## config.mk

```make
export PLATFORM = sky130hd
export DESIGN_NAME = wb_unified_mem_arbiter
export DESIGN_NICKNAME = d
export VERILOG_FILES = /design/src/rtl/wb_unified_mem_arbiter_pkg.sv /design/src/rtl/wb_timeout_counter.sv /design/src/rtl/wb_unified_mem_arbiter.sv
export SDC_FILE = /design/constraint.sdc
export NUM_CORES = 1
export LEC_CHECK = 0
export ABC_CLOCK_PERIOD_IN_PS = 6700
export CAP_MARGIN = 20
export CELL_PAD_IN_SITES_DETAIL_PLACEMENT = 0
export CELL_PAD_IN_SITES_GLOBAL_PLACEMENT = 1
export CORE_UTILIZATION = 16
export CTS_CLUSTER_SIZE = 16
export DETAILED_ROUTE_END_ITERATION = 8
export PLACE_DENSITY = 0.95
export SYNTH_ARGS = -nofsm -noshare
export SYNTH_HDL_FRONTEND = slang
export SYNTH_HIERARCHICAL = 1
export SYNTH_SLANG_ARGS = --single-unit
```

## constraint.sdc

```tcl
create_clock -name clk -period 6.7 [get_ports clk]
set_input_delay 1.34 -clock clk [delete_from_list [all_inputs] [get_ports clk]]
set_output_delay 1.34 -clock clk [all_outputs]
set_load 0.05 [all_outputs]
```

## src/rtl/wb_unified_mem_arbiter_pkg.sv

```systemverilog
// wb_unified_mem_arbiter_pkg: arbiter state encodings and grant bit indices
package wb_unified_mem_arbiter_pkg;
  typedef enum logic [1:0] {
    ARB_IDLE   = 2'd0,
    ARB_I_BUSY = 2'd1,
    ARB_D_BUSY = 2'd2
  } arb_state_e;
  localparam int GNT_I = 0;
  localparam int GNT_D = 1;
endpackage

```

## src/rtl/wb_timeout_counter.sv

```systemverilog
// wb_timeout_counter: counts enabled cycles and flags the cycle that reaches limit
module wb_timeout_counter #(
  parameter int CNT_W = 8
) (
  input  logic             clk,
  input  logic             rst_n,
  input  logic             clear_i,
  input  logic             enable_i,
  input  logic [CNT_W-1:0] limit_i,
  output logic             expired_o
);
  logic [CNT_W-1:0] cnt_q, cnt_d;
  assign cnt_d = clear_i ? '0 : enable_i ? cnt_q + 1'b1 : cnt_q;
  // the limit-th enabled cycle since clear is the expiring one; limit 0 never expires
  assign expired_o = enable_i && (limit_i != '0) && (cnt_q == limit_i - 1'b1);
  always_ff @(posedge clk or negedge rst_n)
    if (!rst_n) cnt_q <= '0;
    else cnt_q <= cnt_d;
endmodule

```

## src/rtl/wb_unified_mem_arbiter.sv

```systemverilog
// wb_unified_mem_arbiter: round-robin iwb/dwb arbiter onto one unified Wishbone memory port
module wb_unified_mem_arbiter
  import wb_unified_mem_arbiter_pkg::*;
#(
  parameter int TIMEOUT_CYCLES = 255,
  parameter int CNT_W          = 8
) (
  input  logic        clk,
  input  logic        rst_n,
  input  logic [31:0] iwb_adr_i,
  input  logic        iwb_cyc_i,
  input  logic        iwb_stb_i,
  output logic [31:0] iwb_dat_o,
  output logic        iwb_ack_o,
  output logic        iwb_err_o,
  input  logic [31:0] dwb_adr_i,
  input  logic [31:0] dwb_dat_i,
  input  logic        dwb_we_i,
  input  logic [3:0]  dwb_sel_i,
  input  logic        dwb_cyc_i,
  input  logic        dwb_stb_i,
  output logic [31:0] dwb_dat_o,
  output logic        dwb_ack_o,
  output logic        dwb_err_o,
  output logic [31:0] mwb_adr_o,
  output logic [31:0] mwb_dat_o,
  output logic        mwb_we_o,
  output logic [3:0]  mwb_sel_o,
  output logic        mwb_cyc_o,
  output logic        mwb_stb_o,
  input  logic [31:0] mwb_dat_i,
  input  logic        mwb_ack_i,
  input  logic        mwb_err_i,
  output logic [1:0]  grant_o,
  output logic        timeout_o
);
  localparam logic [CNT_W-1:0] LIMIT = CNT_W'(TIMEOUT_CYCLES);
  arb_state_e state_q;
  logic last_d_q;
  logic i_req, d_req, own_i, own_d, busy, owner_cyc, slv_ack, slv_err, cnt_en, tmo, done;
  assign i_req     = iwb_cyc_i && iwb_stb_i;
  assign d_req     = dwb_cyc_i && dwb_stb_i;
  assign own_i     = state_q == ARB_I_BUSY;
  assign own_d     = state_q == ARB_D_BUSY;
  assign busy      = own_i || own_d;
  assign owner_cyc = own_i ? iwb_cyc_i : own_d && dwb_cyc_i;
  assign slv_ack   = owner_cyc && mwb_ack_i && !mwb_err_i;
  assign slv_err   = owner_cyc && mwb_err_i;
  assign cnt_en    = owner_cyc && !mwb_ack_i && !mwb_err_i;
  assign done      = !owner_cyc || slv_ack || slv_err || tmo;
  wb_timeout_counter #(.CNT_W(CNT_W)) u_tmo (
    .clk       (clk),
    .rst_n     (rst_n),
    .clear_i   (!busy),
    .enable_i  (cnt_en),
    .limit_i   (LIMIT),
    .expired_o (tmo)
  );
  always_ff @(posedge clk or negedge rst_n)
    if (!rst_n) begin
      state_q  <= ARB_IDLE;
      last_d_q <= 1'b1;
    end else if (state_q == ARB_IDLE) begin
      state_q <= (i_req && (!d_req || last_d_q)) ? ARB_I_BUSY : d_req ? ARB_D_BUSY : ARB_IDLE;
    end else if (done) begin
      state_q  <= ARB_IDLE;
      last_d_q <= own_d;
    end
  assign iwb_dat_o = mwb_dat_i;
  assign dwb_dat_o = mwb_dat_i;
  assign iwb_ack_o = own_i && slv_ack;
  assign dwb_ack_o = own_d && slv_ack;
  assign iwb_err_o = own_i && (slv_err || tmo);
  assign dwb_err_o = own_d && (slv_err || tmo);
  assign timeout_o = tmo;
  // an aborting owner no longer drives the slave, so a late ack is simply dropped
  assign mwb_cyc_o = owner_cyc && !tmo;
  assign mwb_stb_o = owner_cyc && !tmo;
  assign mwb_adr_o = own_i ? iwb_adr_i : own_d ? dwb_adr_i : '0;
  assign mwb_dat_o = own_d ? dwb_dat_i : '0;
  assign mwb_we_o  = own_d && dwb_we_i;
  assign mwb_sel_o = own_i ? 4'hF : own_d ? dwb_sel_i : 4'h0;
  assign grant_o[GNT_I] = own_i;
  assign grant_o[GNT_D] = own_d;
endmodule

```

==> results_dict.tcl <==
set metrics [dict create \
    yosys_warnings 6 \
    die_w_um 119 \
    status "finished, final reports clean" \
    antenna_found_initial 0 \
    core_area_sq_mm 0.0133 \
    start_util_pct 16.5 \
    clk_pin_slew_ns 0.04 \
    yosys.area.top_type "buf_4" \
    diodes 0 \
    numCtsBuffers 3 \
    track_usage_pct 10.0 \
    p_comb_share_pct 62.7 \
    fin_crit_ns 5.42 \
    max_freq_ghz 0.185 \
    drt-pass1-iter-count 4 \
    drv_cap 0 \
    gp_congestion 0.757 \
    synth_edf_count 0 \
    clock_path_buffers 2 \
    critPathLaunchType "primary input" \
    hold_viol 0 \
    wirelength_um 7510 \
    setup_violations 0 \
    netlist_instances 330 \
    drtAntennaViolNets 0 \
    crit_arrival_ns 4.08 \
    p_leak_nw 1.54 \
    period_share_pct 80.9 \
    async_flop_share_pct 100 \
    synth_area_sq_mm 0.00219 \
    cts_hold_buf 0 \
    crit_path_end_kind "output pin" \
    p_sw_mw 0.209 \
    post_cts_resized 0 \
    worst-path-max-fanout 7 \
    top_level_ports 283 \
    avgSynthCellArea_sq_um 6.64 \
    grt_pass1_wl_um 11300 \
    grt_max_degree 72 \
    post_cts.repair.setup_buffers 0 \
    drv_slew 0 \
    overflow 0 \
    synthFlopType "dfrtp_1" \
    portBuffers 186 \
    cts.sinks 11 \
    powerDensity_mw_per_mm2 124 \
    cts_tree "built" \
    dp_hpwl_um 6370 \
    sw_frac_of_total_pct 43.0 \
    worst_slew_margin_rel_pct 57.9 \
    peakVddDrop_v 0.0000848 \
    clk_latency_ns 0.24 \
    place_area_sq_mm 0.00385 \
    hold_path.class "reg2reg" \
    critPathKind "in2out" \
    synthToLayoutAreaGrowth_pct 79.3 \
    rsz0062_at_grt "no" \
    wl_per_cell_um 11.5 \
    std_cell_rows 42 \
    vias_per_cell 3.72 \
    tightest_slew_ns 0.632 \
    power.internal_mw 0.278 \
    synth_top_area_share_pct 22.9 \
    design_area_sq_mm 0.00393 \
    final_nets 624 \
    yosys-top-cells-area "buf_4 23%, nand2_1 12%, dfrtp_1 11%" \
    synth_cell_types 44 \
    fin_skew_ns 0.00559 \
    drive_gt1_share_pct 2.94 \
    cp_data_required_time_ns 5.36 \
    drtIter0Drc 45 \
    num_vias 2428 \
    first_global_vias 2191 \
    synth_seq_cells 11 \
    p_seq_share_pct 14.7 \
    pwr-share-clk_pct 22.5 \
    htreeDepth 1 \
    finalSetupTns_ns 0 \
    drc 0 \
    ys_seq_area_share_pct 12.6 \
    cts_root_buf "clkbuf_16" \
    die_area_sq_mm 0.0142 \
    dieHeight_um 119 \
    fill_cells 1440 \
]
==> metrics by stage <==
step	worst slack (ns)	instances	power (mW)	hold slack, ns	utilization [%]
floorplan	1.64	369	0.350	0.506	-
detailed placement	1.30	648	0.381	0.531	29.0
CTS	1.29	652	0.494	0.541	29.6
finish	1.28	652	0.487	0.536	29.6
global route	1.15	652	0.514	0.569	29.6
global placement	1.30	648	0.380	0.537	29.0
==> power groups by stage <==
stage	clock, mW	combinational (mW)	sequential, mW
final	0.110	0.306	0.0718
after floorplan	0	0.278	0.0721
after CTS	0.113	0.309	0.0717
after global routing	0.116	0.325	0.0721
after global placement	0	0.307	0.0727
after detailed placement	0	0.308	0.0728
==> layout make-up <==
cell class	instances	area [sq um]	area share [%]
Clock buffer	4	78.8	2.01
Inverter	9	33.8	0.860
Multi-Input combinational cell	263	1440	36.5
Sequential cell	11	277	7.04
Tap cell	176	220	5.60
Timing Repair Buffer	189	1880	47.9
==> placed cells by master (no fill, tap or decap), drive strengths merged, types with 2 or more instances in the layout <==
master | Yosys | layout
nand4 | 4 | 4
xnor2 | 3 | 3
dfrtp | 10 | 10
a211o | 2 | 2
or3 | 3 | 3
o21ai | 38 | 38
ha | 6 | 6
and3b | 2 | 2
nor3 | 3 | 3
a21oi | 5 | 5
nor2b | 2 | 2
and2 | 34 | 34
buf | 75 | 3
nor4b | 3 | 3
clkbuf | 11 | 4
nand3 | 2 | 2
o2111ai | 2 | 2
nor3b | 2 | 2
nand2 | 72 | 72
conb | 1 | 40
a21o | 4 | 4
and3 | 2 | 2
inv | 9 | 9
xor2 | 8 | 8
clkdlybuf4s50 | 0 | 186
o31ai | 4 | 4
nor2 | 10 | 10
==> registers in the layout, summed over array words and instances, names as in the netlist <==
name         cells
u_tmo/cnt_q      8
state_q          2
last_d_q         1
==> Yosys cell counts (all sizes together), types with 2 or more instances <==
| cell | number |
|---|---|
| nor4b | 3 |
| nor3 | 3 |
| o2111ai | 2 |
| a21o | 4 |
| o31ai | 4 |
| and3b | 2 |
| a21oi | 5 |
| dfrtp | 10 |
| or3 | 3 |
| nor2b | 2 |
| nor2 | 10 |
| nand2 | 72 |
| and3 | 2 |
| nand4 | 4 |
| xnor2 | 3 |
| nand3 | 2 |
| and2 | 34 |
| nor3b | 2 |
| a211o | 2 |
| o21ai | 38 |
| xor2 | 8 |
| clkbuf | 11 |
| buf | 75 |
| ha | 6 |
| inv | 9 |
==> metal layers <==
layer  track usage (%)  up-vias  part of all wire [%]
li1                  -     1269                     -
met1              12.1     1007                    41
met2              16.3      140                    47
met3              4.17       12                    10
met4              2.77        0                   1.8
met5                 0        -                     0
==> worst paths after layout <==
check / startpoint / to / slack (ns) / cells after the start
min in group asynchronous: rst_n / u_tmo/cnt_q[5] / 1.43 / 1
max: dwb_cyc_i / dwb_err_o / 1.28 / 11
min: last_d_q / last_d_q / 0.54 / 2
min reg2reg: last_d_q / last_d_q / 0.54 / 2
max in group asynchronous: rst_n / last_d_q / 4.91 / 1
max reg2reg: state_q[1] / last_d_q / 3.69 / 13
==> worst max-delay path: stages <==
cell             delay, ns
clkdlybuf4s50_1       0.51
and3b_1               0.23
nor2_1                0.07
nor3_1                0.13
buf_4                 0.18
nand3_1               0.08
a221oi_2              0.17
o311a_1               0.34
inv_1                 0.07
a21oi_1               0.13
clkdlybuf4s50_1       0.82
==> cell families (layout without fill, tap and decap cells) <==
family | count (synthesis) | after routing | synth area share (%)
and+or+nand+nor | 144 | 144 | 32.9
buffers and inverters | 95 | 202 | 28.8
AOI/OAI and AO/OA | 61 | 61 | 17.2
xor gates and xnor gates | 11 | 11 | 4.40
DFF | 11 | 11 | 12.6
adders and majority gates | 6 | 6 | 3.42
other | 1 | 40 | 0.171
muxes | 1 | 1 | 0.457
Note: power is estimated with default switching activity, not from simulation.
